**src/rtl/stopwatch_display_scan.sv**
```systemverilog
`default_nettype none
// ============================================================================
// Module   : stopwatch_display_scan
// Purpose  : Multiplexes three per-digit segment patterns onto one shared
//            segment bus with one-hot digit enables and a short blanking
//            interval at the start of each digit slot.
// Revision : 1.0 - initial release
// ============================================================================
module stopwatch_display_scan #(
  parameter int SCAN_DIV     = 1000,
  parameter int BLANK_CYCLES = 2
) (
  input  logic       Clk,
  input  logic       nReset,
  input  logic       En,
  input  logic [7:0] S0,
  input  logic [7:0] S1,
  input  logic [7:0] S2,
  output logic [7:0] Seg,
  output logic [2:0] Dig,
  output logic       Frame
);

  localparam int CW = (SCAN_DIV > 2) ? $clog2(SCAN_DIV) : 1;

  localparam logic [CW-1:0] c_cnt_last = CW'(SCAN_DIV - 1);
  localparam logic [CW-1:0] c_blank    = CW'(BLANK_CYCLES);

  localparam logic [1:0] c_digit0 = 2'd0;
  localparam logic [1:0] c_digit1 = 2'd1;
  localparam logic [1:0] c_digit2 = 2'd2;

  logic [CW-1:0] r_cnt;
  logic [1:0]    r_idx;
  logic          r_init;
  logic [7:0]    r_snap0;
  logic [7:0]    r_snap1;
  logic [7:0]    r_snap2;

  logic          w_cnt_wrap;
  logic          w_frame_end;
  logic          w_load;
  logic          w_blank;
  logic [CW-1:0] w_cnt_next;
  logic [1:0]    w_idx_next;
  logic [2:0]    w_dig;
  logic [7:0]    w_seg;

  assign w_cnt_wrap  = (r_cnt == c_cnt_last);
  assign w_frame_end = w_cnt_wrap && (r_idx == c_digit2);
  assign w_load      = r_init || w_frame_end;
  assign w_cnt_next  = w_cnt_wrap ? '0 : r_cnt + CW'(1);
  assign w_blank     = !En || (r_cnt < c_blank);

  always_comb begin
    w_idx_next = r_idx;
    if (w_cnt_wrap) begin
      case (r_idx)
        c_digit0: w_idx_next = c_digit1;
        c_digit1: w_idx_next = c_digit2;
        default:  w_idx_next = c_digit0;
      endcase
    end
  end

  // Digit select uses the current (pre-edge) slot; an unreachable index blanks.
  always_comb begin
    w_dig = 3'b000;
    w_seg = 8'h00;
    case (r_idx)
      c_digit0: begin w_dig = 3'b001; w_seg = r_snap0; end
      c_digit1: begin w_dig = 3'b010; w_seg = r_snap1; end
      c_digit2: begin w_dig = 3'b100; w_seg = r_snap2; end
      default:  begin w_dig = 3'b000; w_seg = 8'h00;   end
    endcase
  end

  always_ff @(posedge Clk or negedge nReset) begin
    if (!nReset) begin
      r_cnt <= '0;
      r_idx <= c_digit0;
    end else begin
      r_cnt <= w_cnt_next;
      r_idx <= w_idx_next;
    end
  end

  // All three digits load together so a frame never mixes old and new values.
  always_ff @(posedge Clk or negedge nReset) begin
    if (!nReset) begin
      r_init  <= 1'b1;
      r_snap0 <= 8'h00;
      r_snap1 <= 8'h00;
      r_snap2 <= 8'h00;
    end else begin
      r_init <= 1'b0;
      if (w_load) begin
        r_snap0 <= S0;
        r_snap1 <= S1;
        r_snap2 <= S2;
      end
    end
  end

  always_ff @(posedge Clk or negedge nReset) begin
    if (!nReset) begin
      Seg   <= 8'h00;
      Dig   <= 3'b000;
      Frame <= 1'b0;
    end else begin
      Frame <= w_frame_end;
      if (w_blank) begin
        Seg <= 8'h00;
        Dig <= 3'b000;
      end else begin
        Seg <= w_seg;
        Dig <= w_dig;
      end
    end
  end

endmodule
`default_nettype wire
```
**config.mk**
```make
export PLATFORM = sky130hd
export DESIGN_NAME = stopwatch_display_scan
export DESIGN_NICKNAME = d
export VERILOG_FILES = /design/src/rtl/stopwatch_display_scan.sv
export SDC_FILE = /design/constraint.sdc
export NUM_CORES = 1
export LEC_CHECK = 0
export BUFFER_PORTS_ARGS = -buffer_cell sky130_fd_sc_hd__buf_2
export CAP_MARGIN = 20
export CORE_UTILIZATION = 55
export DETAILED_ROUTE_END_ITERATION = 10
export GPL_ROUTABILITY_DRIVEN = 0
export PLACE_DENSITY = 0.79
export SETUP_SLACK_MARGIN = 0.05
export SLEW_MARGIN = 20
export SYNTH_ARGS = -nofsm -noshare
export SYNTH_HDL_FRONTEND = slang
export SYNTH_SLANG_ARGS = --single-unit
```
**constraint.sdc**
```tcl
create_clock -name Clk -period 2.5 [get_ports Clk]
set_clock_uncertainty 0.2 [all_clocks]
set_input_delay 0.125 -clock Clk [delete_from_list [all_inputs] [get_ports Clk]]
set_output_delay 0.125 -clock Clk [all_outputs]
set_load 0.1 [all_outputs]
```
After elaboration in Yosys (flattened, before gate mapping)
Cells that the tools add are included.
- add/sub/neg operators: 1
- magnitude comparators: 1
- equality and inequality tests: 3
- multiplexer cells: 6
- reductions and logical operators: 5
- operators with widths (operator ; count):
    $pmux W8 S3 ; 1
    $add A10 B1 Y10 const B ; 1
    $eq A10 B10 Y1 const B ; 1
    $lt A10 B2 Y1 const B ; 1
    $mux W10 ; 1
    $pmux W3 S3 ; 1
    $mux W8 ; 1
    $pmux W2 S2 ; 1
    $mux W3 ; 1
    $eq A2 B1 Y1 const B ; 1
    $eq A2 B2 Y1 const B ; 1
    $logic_not A2 Y1 ; 1
    $logic_or A1 B1 Y1 ; 2
    $logic_and A1 B1 Y1 ; 1
    $logic_not A1 Y1 ; 1
- flip-flop bits (word level): 49
- word-level logic and storage cells: 25

Logic depth before layout (Yosys ltp)
- depth after elaboration: 3
- gate-level depth with buffers: 6
- gate-level depth less buffers: 4

Worst setup path before layout
Ideal clock, no wire load.
- path kind: flip-flop to flip-flop
- start point: reg r_cnt[0]
- end point: reg r_snap0[1]
- setup time: 0.125 ns
- arrival: 1.767 ns
- data required time: 2.175 ns
- slack: 0.407 ns
- stages on the path, launching flop included: 7
- buffers on the path: 2
- clock period less this slack: 2.093 ns
- cells stage by stage: dfrtp_1 ha_1 nand4_2 o41a_1 buf_6 buf_12 mux2_4
- word-level cells in the longest chain between the ends: 3
- RTL lines (item ; line ; source):
    from (decl) ; 33 ; logic [CW-1:0] r_cnt;
    from (signal assigned) ; 83 ; r_cnt <= w_cnt_next;
    $eq A10 B10 Y1 ; 49 ; assign w_cnt_wrap = (r_cnt == c_cnt_last);
    $logic_and A1 B1 Y1 ; 50 ; assign w_frame_end = w_cnt_wrap && (r_idx == c_digit2);
    $logic_or A1 B1 Y1 ; 51 ; assign w_load = r_init || w_frame_end;
    to (signal assigned) ; 92 ; r_snap0 <= 8'h00;
    to (signal assigned) ; 98 ; r_snap0 <= S0;
    to (decl) ; 36 ; logic [7:0] r_snap0;
No other way between the ends.
A chain may end at the register's enable or synchronous reset.

Final worst setup path
- start point: reg r_cnt[1]
- end point: reg r_snap1[0]
- word-level cells in the longest chain between the ends: 3
- RTL lines (item ; line ; source):
    $eq A10 B10 Y1 ; 49 ;
    $logic_and A1 B1 Y1 ; 50 ;
    $logic_or A1 B1 Y1 ; 51 ;
    to (signal assigned) ; 93 ; r_snap1 <= 8'h00;
    to (signal assigned) ; 99 ; r_snap1 <= S1;
    to (decl) ; 37 ; logic [7:0] r_snap1;
No other way between the ends.

==> metrics <==
outcome completed; Synth Register Bits 49; die height 65.3 um; IO Count 39; endpoints failing hold 0; pwr dens 603 mW/mm^2; CTS Buf Count 5; gr ovfl total 0; vias per cell 5.27; sequential-to-total area share from yosys stat 55.7%; Post-Syn Area 0.00220 sq mm; Worst Setup SP r_cnt[1]; reg2reg start r_cnt[1]; syn_area_per_cell about 13 sq um; net count after synthesis 196; clock group share of total power 32.2%; via count approximately 1500; number of max-cap violations 0; CTS max path bufs 2; CP Capture Type flop; IO buf count 38; critical path class flop to flop; ratio of cells with drive above 1 in the final layout a little under two fifths; DP Worst Slack 0.268 ns; Yosys top cell area share between 50% and 60%; Hold Crit Class input pin to flop; multi-input logic area 880 sq um; FF+latch area around 0.0012 sq mm; htree depth 2; clock sinks 49; Synth Area in Simple Gates 11.7%; CP max FO 24; vias in the first global route between 1500 and 2000; leading area contributor after synthesis dfrtp_1; largest net degree at the start of global routing 50; Final Setup Violations 0; fin. max-slew vios 0; Relative slew margins approximately half; worst-margin pin slew 0.762 ns; crit path DAT between 2 and 2.5 ns; post-synthesis cell type count 38; setup repair after global routing missed its margin no; initial antenna violation count 0; post-CTS setup buffers 0; Mapped Cells 168; DRC Markers 0; antenna viol nets, final 0; largest family of logic cells by synthesized area multiplexers; synth cell count leaders dfrtp_1, mux2_4, nand2_1, a21oi_1; Sequential Power Share 52.0%; clock transition at the registers of the reported paths 0.08 ns; CP Launch Type flop; RR Endpoint r_snap1[0]; YS warnings 0; first-pass GRT wire length 7400 um; WL/cell between 15 and 20 um; Root Buffer clkbuf_8; row cnt 22; worst reg-to-reg path cell count 5; dpl hpwl 2680 um; # fillers 262; setup TNS 0 ns; crit path to r_snap1[0]; number of enable flip-flop cells after synthesis 0; count leader, synth dfrtp_1; DIE WIDTH 65.3 um; r2r setup slk 0.24 ns; die area approximately 0.0043 sq mm; Post-Route WL between 4000 and 5000 um; Tmin final ~2.3 ns; peak supply drop 0.378 mV; fin crit share 90.5%; gr usage total 23.7%; WP data required 2.49 ns; synth top area cells dfrtp_1, mux2_4, mux2i_1; Nets between 200 and 300; Initial DRC Count 51; Worst-Skew Late Latency 0.30 ns; DR pass1 iterations 4; Final WS setup 0.237 ns; CTS tree done; sw power 0.418 mW; starting density of the core approximately three fifths; post-synthesis mux area share 20.3%; Top FF cell, synth dfrtp_1; Core ar. 0.00374 sq mm; P_int 1.25 mW; adder-cell share of the synthesized area 0.568%; ys async rst share between 90% and 100%; Antenna diodes 0; Fmax achieved 442 MHz; switch share 25.0%; compound-cell area share of the yosys netlist between 5 and 6%; Area Overhead vs Synth 25.8%; combinational fraction of design power 15.8%; Post-Synth XOR/XNOR Area under 10%; leakage power ~1.3 nW
==> registers in the layout, summed over array words and instances, names as in the netlist <==
register,count
Dig,3
r_init,1
r_idx,2
r_cnt,10
r_snap2,8
Frame,1
r_snap0,8
Seg,8
r_snap1,8
==> kinds of logic after synthesis <==
family          count (synthesis)
fa+ha+maj                       1
xor+xnor                        3
flops                          49
simple gates                   46
compound gates                 21
buf+inv                        13
other cells                     1
mux                            34
==> cell usage in the layout (no fill, tap or decap), types with 2 or more instances in the layout <==
cell type and count:
or3_1 3, or2_2 8, dfrtp_1 48, nor3_1 2
nor2b_1 3, mux2i_1 8, xor2_1 2, o31ai_1 2
nand3_1 3, clkbuf_8 5, inv_1 4, nor4_1 4
nand2_1 12, nor2_1 4, o21ai_0 3, mux2_2 6
buf_2 37, a21oi_1 10, mux2_4 20, dlygate4sd3_1 25
buf_4 7
==> critical path, stage by stage, from the launching register on <==
cell     delay, ns
dfrtp_1       0.38
ha_1          0.25
nand4_2       0.27
o41a_1        0.44
buf_4         0.27
mux2_4        0.34
==> metal layers <==
| layer | track usage, % | up-vias | wire, um |
|---|---|---|---|
| met5 | 0 | - | 0 |
| met3 | 4.51 | 10 | 173 |
| li1 | - | 718 | - |
| met4 | 10.9 | 0 | 89 |
| met1 | 28.6 | 729 | 1880 |
| met2 | 40.9 | 33 | 2210 |
==> how the worst min path moves through the flow <==
stage | to | depth (start not counted) | slack, ns | from
detailed placement | r_cnt[6] | 1 | 0.16 | nReset
global placement | r_cnt[5] | 1 | 0.14 | nReset
CTS | Seg[1] | 4 | 0.06 | En
floorplan | Dig[0] | 0 | -0.37 | nReset
finish | Seg[1] | 4 | 0.06 | En
global route | Dig[1] | 4 | 0.06 | En
==> metrics by stage <==
step	power [mW]	area (sq um)	cells	hold WS [ns]	utilization, %
final	1.67	2770	283	0.0638	74.1
after CTS	1.68	2770	283	0.0551	74.0
after detailed placement	1.12	2420	251	0.159	64.6
after global routing	1.73	2770	283	0.0610	74.1
after global placement	1.11	2420	251	0.142	64.6
after floorplan	1.06	2200	168	-0.371	-
==> power groups by stage <==
stage               Clock [mW]  Combinational (mW)  Sequential (mW)
floorplan                    0               0.102            0.955
global placement             0               0.227            0.881
detailed placement           0               0.233            0.882
CTS                      0.544               0.264            0.868
global route             0.575               0.282            0.875
finish                   0.538               0.265            0.869
==> repair_timing <==
item | CTS | global route
hold buffers | 25 | 0
endpoints found under the hold margin | 72 | 0
resized for setup | 0 | 0
==> cell type report <==
cell class	instances	area share [%]
clock inverters	2	1.26
flip-flops and latches	49	44.2
multi-input cells	106	31.7
repair buffers	69	17.6
well taps	48	2.17
inverters	4	0.541
clock buffers	5	2.48
Power figures use the tool's default switching activity.
